===== config.mk =====
export PLATFORM = sky130hd
export DESIGN_NAME = delay_sched_flat
export DESIGN_NICKNAME = d
export VERILOG_FILES = /design/src/rtl/delay_sched_if.sv /design/src/rtl/delay_sched.sv /design/src/flat_wrapper.sv
export SDC_FILE = /design/constraint.sdc
export NUM_CORES = 1
export LEC_CHECK = 0
export ABC_CLOCK_PERIOD_IN_PS = 5450
export BUFFER_PORTS_ARGS = -buffer_cell sky130_fd_sc_hd__buf_4
export CORE_MARGIN = 2
export CORE_UTILIZATION = 23
export DETAILED_ROUTE_END_ITERATION = 8
export MAX_ROUTING_LAYER = met4
export PLACE_DENSITY = 0.41
export SYNTH_ARGS = -nofsm -noshare
export SYNTH_HDL_FRONTEND = slang
export SYNTH_SLANG_ARGS = --single-unit

===== constraint.sdc =====
create_clock -name clk -period 5.45 [get_ports clk]
set_input_delay 1.09 -clock clk [delete_from_list [all_inputs] [get_ports clk]]
set_output_delay 1.09 -clock clk [all_outputs]
set_load 0.01 [all_outputs]

===== src/rtl/delay_sched_if.sv =====
`default_nettype none
// ============================================================================
// Module      : delay_sched_if
// Description : Configuration, control and data bundle for delay_sched.
// Revision    : 1.0 - initial release
// ============================================================================
interface delay_sched_if #(
    parameter int DEPTH = 4,
    parameter int CW    = 8,
    parameter int DW    = 1
);
    localparam int c_AW = (DEPTH > 1) ? $clog2(DEPTH) : 1;
    localparam int c_LW = c_AW + 1;

    logic            cfg_we;
    logic [c_AW-1:0] cfg_addr;
    logic [CW-1:0]   cfg_delay;
    logic [c_LW-1:0] cfg_len;
    logic            mode;
    logic            start;
    logic            abort;
    logic [DW-1:0]   din;
    logic [DW-1:0]   dout;
    logic            busy;
    logic            done;
    logic [c_AW-1:0] step_idx;

    modport master (
        output cfg_we, cfg_addr, cfg_delay, cfg_len, mode, start, abort, din,
        input  dout, busy, done, step_idx
    );

    modport slave (
        input  cfg_we, cfg_addr, cfg_delay, cfg_len, mode, start, abort, din,
        output dout, busy, done, step_idx
    );
endinterface
`default_nettype wire


===== src/rtl/delay_sched.sv =====
`default_nettype none
// ============================================================================
// Module      : delay_sched
// Description : Programmable sample-and-apply sequencer driven by a table of
//               per-step delays (general and embedded sampling modes).
// Revision    : 1.0 - initial release
// ============================================================================
module delay_sched #(
    parameter int            DEPTH   = 4,
    parameter int            CW      = 8,
    parameter int            DW      = 1,
    parameter logic [DW-1:0] RST_VAL = '1
) (
    input  wire logic    clk,
    input  wire logic    rst_n,
    delay_sched_if.slave bus
);
    localparam int c_AW = (DEPTH > 1) ? $clog2(DEPTH) : 1;
    localparam int c_LW = c_AW + 1;

    typedef enum logic [0:0] {
        IDLE = 1'b0,
        RUN  = 1'b1
    } state_t;

    state_t          r_state;
    logic [CW-1:0]   r_table [DEPTH];
    logic [CW-1:0]   r_cnt;
    logic [c_AW-1:0] r_idx;
    logic [c_LW-1:0] r_len;
    logic            r_mode;
    logic [DW-1:0]   r_held;
    logic [DW-1:0]   r_dout;
    logic            r_busy;
    logic            r_done;

    logic            w_len_ok;
    logic            w_last;
    logic            w_apply;
    logic [c_AW-1:0] w_idx_nxt;

    // A zero delay entry still occupies one cycle.
    function automatic logic [CW-1:0] f_eff(input logic [CW-1:0] d);
        return (d == '0) ? CW'(1) : d;
    endfunction

    assign w_len_ok  = (bus.cfg_len != '0) && (bus.cfg_len <= c_LW'(DEPTH));
    assign w_last    = ({1'b0, r_idx} == (r_len - c_LW'(1)));
    assign w_apply   = (r_cnt == CW'(1));
    assign w_idx_nxt = r_idx + c_AW'(1);

    // Entry table has no reset and is frozen while a schedule runs.
    always_ff @(posedge clk) begin
        if (r_state == IDLE && bus.cfg_we) begin
            r_table[bus.cfg_addr] <= bus.cfg_delay;
        end
    end

    always_ff @(posedge clk or negedge rst_n) begin
        if (!rst_n) begin
            r_state <= IDLE;
            r_cnt   <= '0;
            r_idx   <= '0;
            r_len   <= '0;
            r_mode  <= 1'b0;
            r_held  <= '0;
            r_dout  <= RST_VAL;
            r_busy  <= 1'b0;
            r_done  <= 1'b0;
        end else begin
            r_done <= 1'b0;
            case (r_state)
                IDLE: begin
                    if (bus.start && w_len_ok) begin
                        r_state <= RUN;
                        r_busy  <= 1'b1;
                        r_mode  <= bus.mode;
                        r_len   <= bus.cfg_len;
                        r_cnt   <= f_eff(r_table[0]);
                        r_idx   <= '0;
                        if (bus.mode) begin
                            r_held <= bus.din;
                        end
                    end
                end
                RUN: begin
                    // Abort takes priority over a coincident step completion.
                    if (bus.abort) begin
                        r_state <= IDLE;
                        r_busy  <= 1'b0;
                        r_idx   <= '0;
                        r_held  <= '0;
                    end else if (w_apply) begin
                        r_dout <= r_mode ? r_held : bus.din;
                        if (r_mode) begin
                            r_held <= bus.din;
                        end
                        if (w_last) begin
                            r_state <= IDLE;
                            r_busy  <= 1'b0;
                            r_done  <= 1'b1;
                            r_idx   <= '0;
                        end else begin
                            r_idx <= w_idx_nxt;
                            r_cnt <= f_eff(r_table[w_idx_nxt]);
                        end
                    end else begin
                        r_cnt <= r_cnt - CW'(1);
                    end
                end
                default: begin
                    r_state <= IDLE;
                    r_busy  <= 1'b0;
                end
            endcase
        end
    end

    assign bus.dout     = r_dout;
    assign bus.busy     = r_busy;
    assign bus.done     = r_done;
    assign bus.step_idx = r_idx;
endmodule
`default_nettype wire


===== src/flat_wrapper.sv =====
// flat-port wrapper written by rule: the top's interface ports become plain ports
module delay_sched_flat 
#(
    parameter int            DEPTH   = 4,
    parameter int            CW      = 8,
    parameter int            DW      = 1,
    parameter logic [DW-1:0] RST_VAL = '1
)
  (clk, rst_n, bus_cfg_we, bus_cfg_addr, bus_cfg_delay, bus_cfg_len, bus_mode, bus_start, bus_abort, bus_din, bus_dout, bus_busy, bus_done, bus_step_idx);
  delay_sched_if #(.DEPTH(DEPTH), .CW(CW), .DW(DW)) bus_i ();
  input  wire logic clk;
  input  wire logic rst_n;
  input wire logic [$bits(bus_i.cfg_we)-1:0] bus_cfg_we;
  input wire logic [$bits(bus_i.cfg_addr)-1:0] bus_cfg_addr;
  input wire logic [$bits(bus_i.cfg_delay)-1:0] bus_cfg_delay;
  input wire logic [$bits(bus_i.cfg_len)-1:0] bus_cfg_len;
  input wire logic [$bits(bus_i.mode)-1:0] bus_mode;
  input wire logic [$bits(bus_i.start)-1:0] bus_start;
  input wire logic [$bits(bus_i.abort)-1:0] bus_abort;
  input wire logic [$bits(bus_i.din)-1:0] bus_din;
  output wire logic [$bits(bus_i.dout)-1:0] bus_dout;
  output wire logic [$bits(bus_i.busy)-1:0] bus_busy;
  output wire logic [$bits(bus_i.done)-1:0] bus_done;
  output wire logic [$bits(bus_i.step_idx)-1:0] bus_step_idx;
  assign bus_i.cfg_we = bus_cfg_we;
  assign bus_i.cfg_addr = bus_cfg_addr;
  assign bus_i.cfg_delay = bus_cfg_delay;
  assign bus_i.cfg_len = bus_cfg_len;
  assign bus_i.mode = bus_mode;
  assign bus_i.start = bus_start;
  assign bus_i.abort = bus_abort;
  assign bus_i.din = bus_din;
  assign bus_dout = bus_i.dout;
  assign bus_busy = bus_i.busy;
  assign bus_done = bus_i.done;
  assign bus_step_idx = bus_i.step_idx;
  delay_sched #(.DEPTH(DEPTH), .CW(CW), .DW(DW), .RST_VAL(RST_VAL)) u_core (.clk(clk), .rst_n(rst_n), .bus(bus_i));
endmodule

==> results.sh <==
export IMPL_status="finished clean"
export IMPL_syn_nets=206
export IMPL_min_period_ps=2520
export IMPL_synth_area_mux_share_pct=11.7
export IMPL_dieHeight_um=107
export IMPL_nets=233
export IMPL_synth_top_family_by_area="simple AND/OR/NAND/NOR gates"
export IMPL_synth_compound_area_share_pct=9.43
export IMPL_async_reset_ff_share_pct=37.3
export IMPL_cts_buffers=5
export IMPL_grt_pass1_vias=1581
export IMPL_fillerInstances=1061
export IMPL_vias=1506
export IMPL_layout_setup_ws_ps=2930
export IMPL_drive_gt1_share_pct=25.1
export IMPL_fin_util_pct=28.2
export IMPL_worst_r2r_path_depth=7
export IMPL_synth_edff_count=32
export IMPL_finalCritPeriodShare_pct=46.2
export IMPL_dp_hpwl_um=3890
export IMPL_mostFrequentLayoutCells="edfxtp_1, buf_4, dfrtp_1, nand2_1, o21ai_0"
export IMPL_synth_top_area_cell="edfxtp_1"
export IMPL_seqPwrFrac_pct=51.3
export IMPL_yosysWarnings=0
export IMPL_coreArea_sq_um=10300
export IMPL_worstSetupEndpointType="flip-flop"
export IMPL_hold_depth=2
export IMPL_clk_pin_slew_worst_paths_ps=110
export IMPL_cts_setup_buffers=0
export IMPL_p_clk_share_pct=25.9
export IMPL_hold_start="u_core.bus.dout"
export IMPL_min_path_type="flip-flop to flip-flop"
export IMPL_cts_tree="yes"
export IMPL_instances_no_fill=347
export IMPL_reg2reg_from="u_core.r_cnt[1]"
export IMPL_ir_worst_vdd_uv=117
export IMPL_syn2layout_area_growth_pct=18.5
export IMPL_cp_cell_sequence="buf_4, or3_1, and4b_1, or2_1, mux2_4"
export IMPL_p_leak_nw=1.07
export IMPL_synth_top_area_share_pct=39.1
export IMPL_cts_repair_resized=0
export IMPL_diodes=0
export IMPL_worstSetupStartpointType="primary input"
export IMPL_multiInputGateArea_sq_um=956
export IMPL_portBuffers=24
export IMPL_layout_commonest_cell="edfxtp_1"
export IMPL_drv_slew=0
export IMPL_htreeDepth=2
export IMPL_clk_latency_ps=310
export IMPL_ys_seq_area_share_pct=58.6
export IMPL_critPathTopFamily="simple AND/OR/NAND/NOR gates"
export IMPL_finalHoldWorstSlack_ps=492
export IMPL_syn_area_sq_um=2450
export IMPL_place_congestion=0.721
export IMPL_drc=0
export IMPL_ys_ff_latch=51
export IMPL_drtIter0Drc=51
export IMPL_start_util_pct=23.8
export IMPL_dr_pass1_iters=4
export IMPL_overflow=0
export IMPL_grt_start_max_net_pins=20
export IMPL_setup_tns_ps=0
export IMPL_powerDensity_nw_per_um2=357
export IMPL_setup_viol=0
export IMPL_comb_power_share_pct=22.8
export IMPL_die_area_sq_um=11500
export IMPL_track_usage_pct=10.3
export IMPL_fp_dieW_um=107
export IMPL_ctsLongestPathBuffers=2
export IMPL_via_per_inst=4.34
export IMPL_worstPathArrival_ps=2700
export IMPL_routed_wl_um=5320
export IMPL_antenna_found_initial=0
export IMPL_cts_sinks=51
export IMPL_path_buf_inv=1
export IMPL_netSwitchingFraction_pct=30.1
export IMPL_p_switching_uw=313
export IMPL_final_hold_violation_count=0
export IMPL_synthTopCellsByArea="edfxtp_1, dfrtp_1, mux4_2, o21ai_0, nand2_1"
export IMPL_max_freq_mhz=397
export IMPL_synthCells=183
export IMPL_slew_headroom_pct=24.9
export IMPL_fin_skew_ps=20.1
export IMPL_cts_root_buffer="clkbuf_8"
export IMPL_critical_path_peak_fanout=11
export IMPL_avgSynthCellArea_sq_um=13.4
export IMPL_critical_path_class="primary input to flip-flop"
export IMPL_ctsHoldBuffers=0
export IMPL_wl_per_cell_um=15.3
export IMPL_drv_cap=0
export IMPL_dp_cells=339
export IMPL_synth_simple_area_share_pct=13.9
export IMPL_grt_pass1_wl_um=8830
export IMPL_synthXorXnorAreaFrac_pct=2.14
export IMPL_seqCellArea_sq_um=1440
export IMPL_synth_distinct_cells=50
export IMPL_slowest_stage="or2_1"
export IMPL_final_area_sq_um=2910
export IMPL_ios=25
export IMPL_ff2ff_setup_slack_ps=2980
export IMPL_rsz0062_at_grt="no"
export IMPL_dpl_cell_area_sq_um=2800
export IMPL_synthAdderAreaFrac_pct=1.53
export IMPL_tightest_slew_ps=1110
export IMPL_finalPower_mw=1.04
export IMPL_place_ws_ps=2610
export IMPL_reg2reg_to="u_core.r_cnt[3]"
export IMPL_whs_endpoint="u_core.bus.dout"
export IMPL_num_rows=37
export IMPL_cpPeakStageDelay_ps=440
export IMPL_critical_path_required_ps=5630
export IMPL_synthFlopType="edfxtp_1"
export IMPL_p_int_uw=726
export IMPL_ant_nets=0
-- layout make-up --
type | instances | area share (%)
inverter | 8 | 1.03
clock buffer | 6 | 2.50
multi-input combinational | 117 | 32.9
tap | 136 | 5.85
sequential | 51 | 49.4
timing repair buffer | 27 | 6.97
clock inverter | 2 | 1.33
-- cell usage after synthesis (2+ instances only) --
cell       n
edfxtp_1  32
a31oi_1    3
o21ai_0   11
a21o_1     3
nand2b_1   2
inv_1      8
o21ai_1    2
nand2_1   14
a21oi_1    3
xnor2_1    3
nand3_1    4
xor2_1     3
nor3_1     7
nor2_1     5
nor4bb_1   2
dfrtp_1   18
and2_1     3
nor4_1     2
nor2b_1    2
mux2i_1    5
mux4_2     8
clkbuf_1   4
ha_1       3
mux2_4     3
nor3b_1    2
o22ai_1    3
or3_1      2
o211ai_1   3
and4b_1    2
-- power groups by stage --
stage / Sequential [mW] / Combinational [mW] / Clock [mW]
after CTS: 0.533 / 0.240 / 0.278
after detailed placement: 0.541 / 0.240 / 0
after floorplan: 0.514 / 0.187 / 0
after global placement: 0.542 / 0.240 / 0
final: 0.533 / 0.237 / 0.269
after global routing: 0.541 / 0.266 / 0.298
-- logic make-up (layout without fill, tap and decap cells) --
kind of cell / count (synthesis) / count (layout)
fa+ha+maj: 3 / 3
xor+xnor: 6 / 6
mux: 17 / 17
simple gates: 56 / 56
buf+inv: 15 / 43
flops: 51 / 51
compound gates: 35 / 35
-- flip-flops by register name, indices dropped and copies added, names as in the netlist --
| signal | count |
|---|---|
| u_core.bus.busy | 1 |
| u_core.r_held | 1 |
| u_core.bus.dout | 1 |
| u_core.r_table | 32 |
| u_core.r_mode | 1 |
| u_core.bus.step_idx | 2 |
| u_core.r_state | 1 |
| u_core.bus.done | 1 |
| u_core.r_len | 3 |
| u_core.r_cnt | 8 |
-- worst min-delay path, cell delays in order (launching register included) --
cell	delay, ps
dfstp_2	390
nand2_1	40
o21ai_0	70
-- per-layer routing --
metal,GRT usage [%],vias up,share of wire [%]
li1,-,751,-
met1,14.3,730,50
met2,15.6,20,46
met3,2.24,5,2.7
met4,2.50,0,1.0
met5,-,-,0
-- worst max-delay path by stage --
| stage | endpoint | slack, ps | cells after the start | from |
|---|---|---|---|---|
| floorplan | u_core.r_held | 2860 | 6 | bus_cfg_len[1] |
| global placement | u_core.r_cnt[6] | 2670 | 5 | bus_cfg_len[1] |
| detailed placement | u_core.r_table[2][2] | 2610 | 3 | bus_cfg_addr[0] |
| CTS | u_core.r_cnt[3] | 2940 | 5 | bus_cfg_len[1] |
| global route | u_core.r_table[2][6] | 2850 | 3 | bus_cfg_addr[0] |
| finish | u_core.r_cnt[3] | 2930 | 5 | bus_cfg_len[1] |
Power figures use the tool's default switching activity.
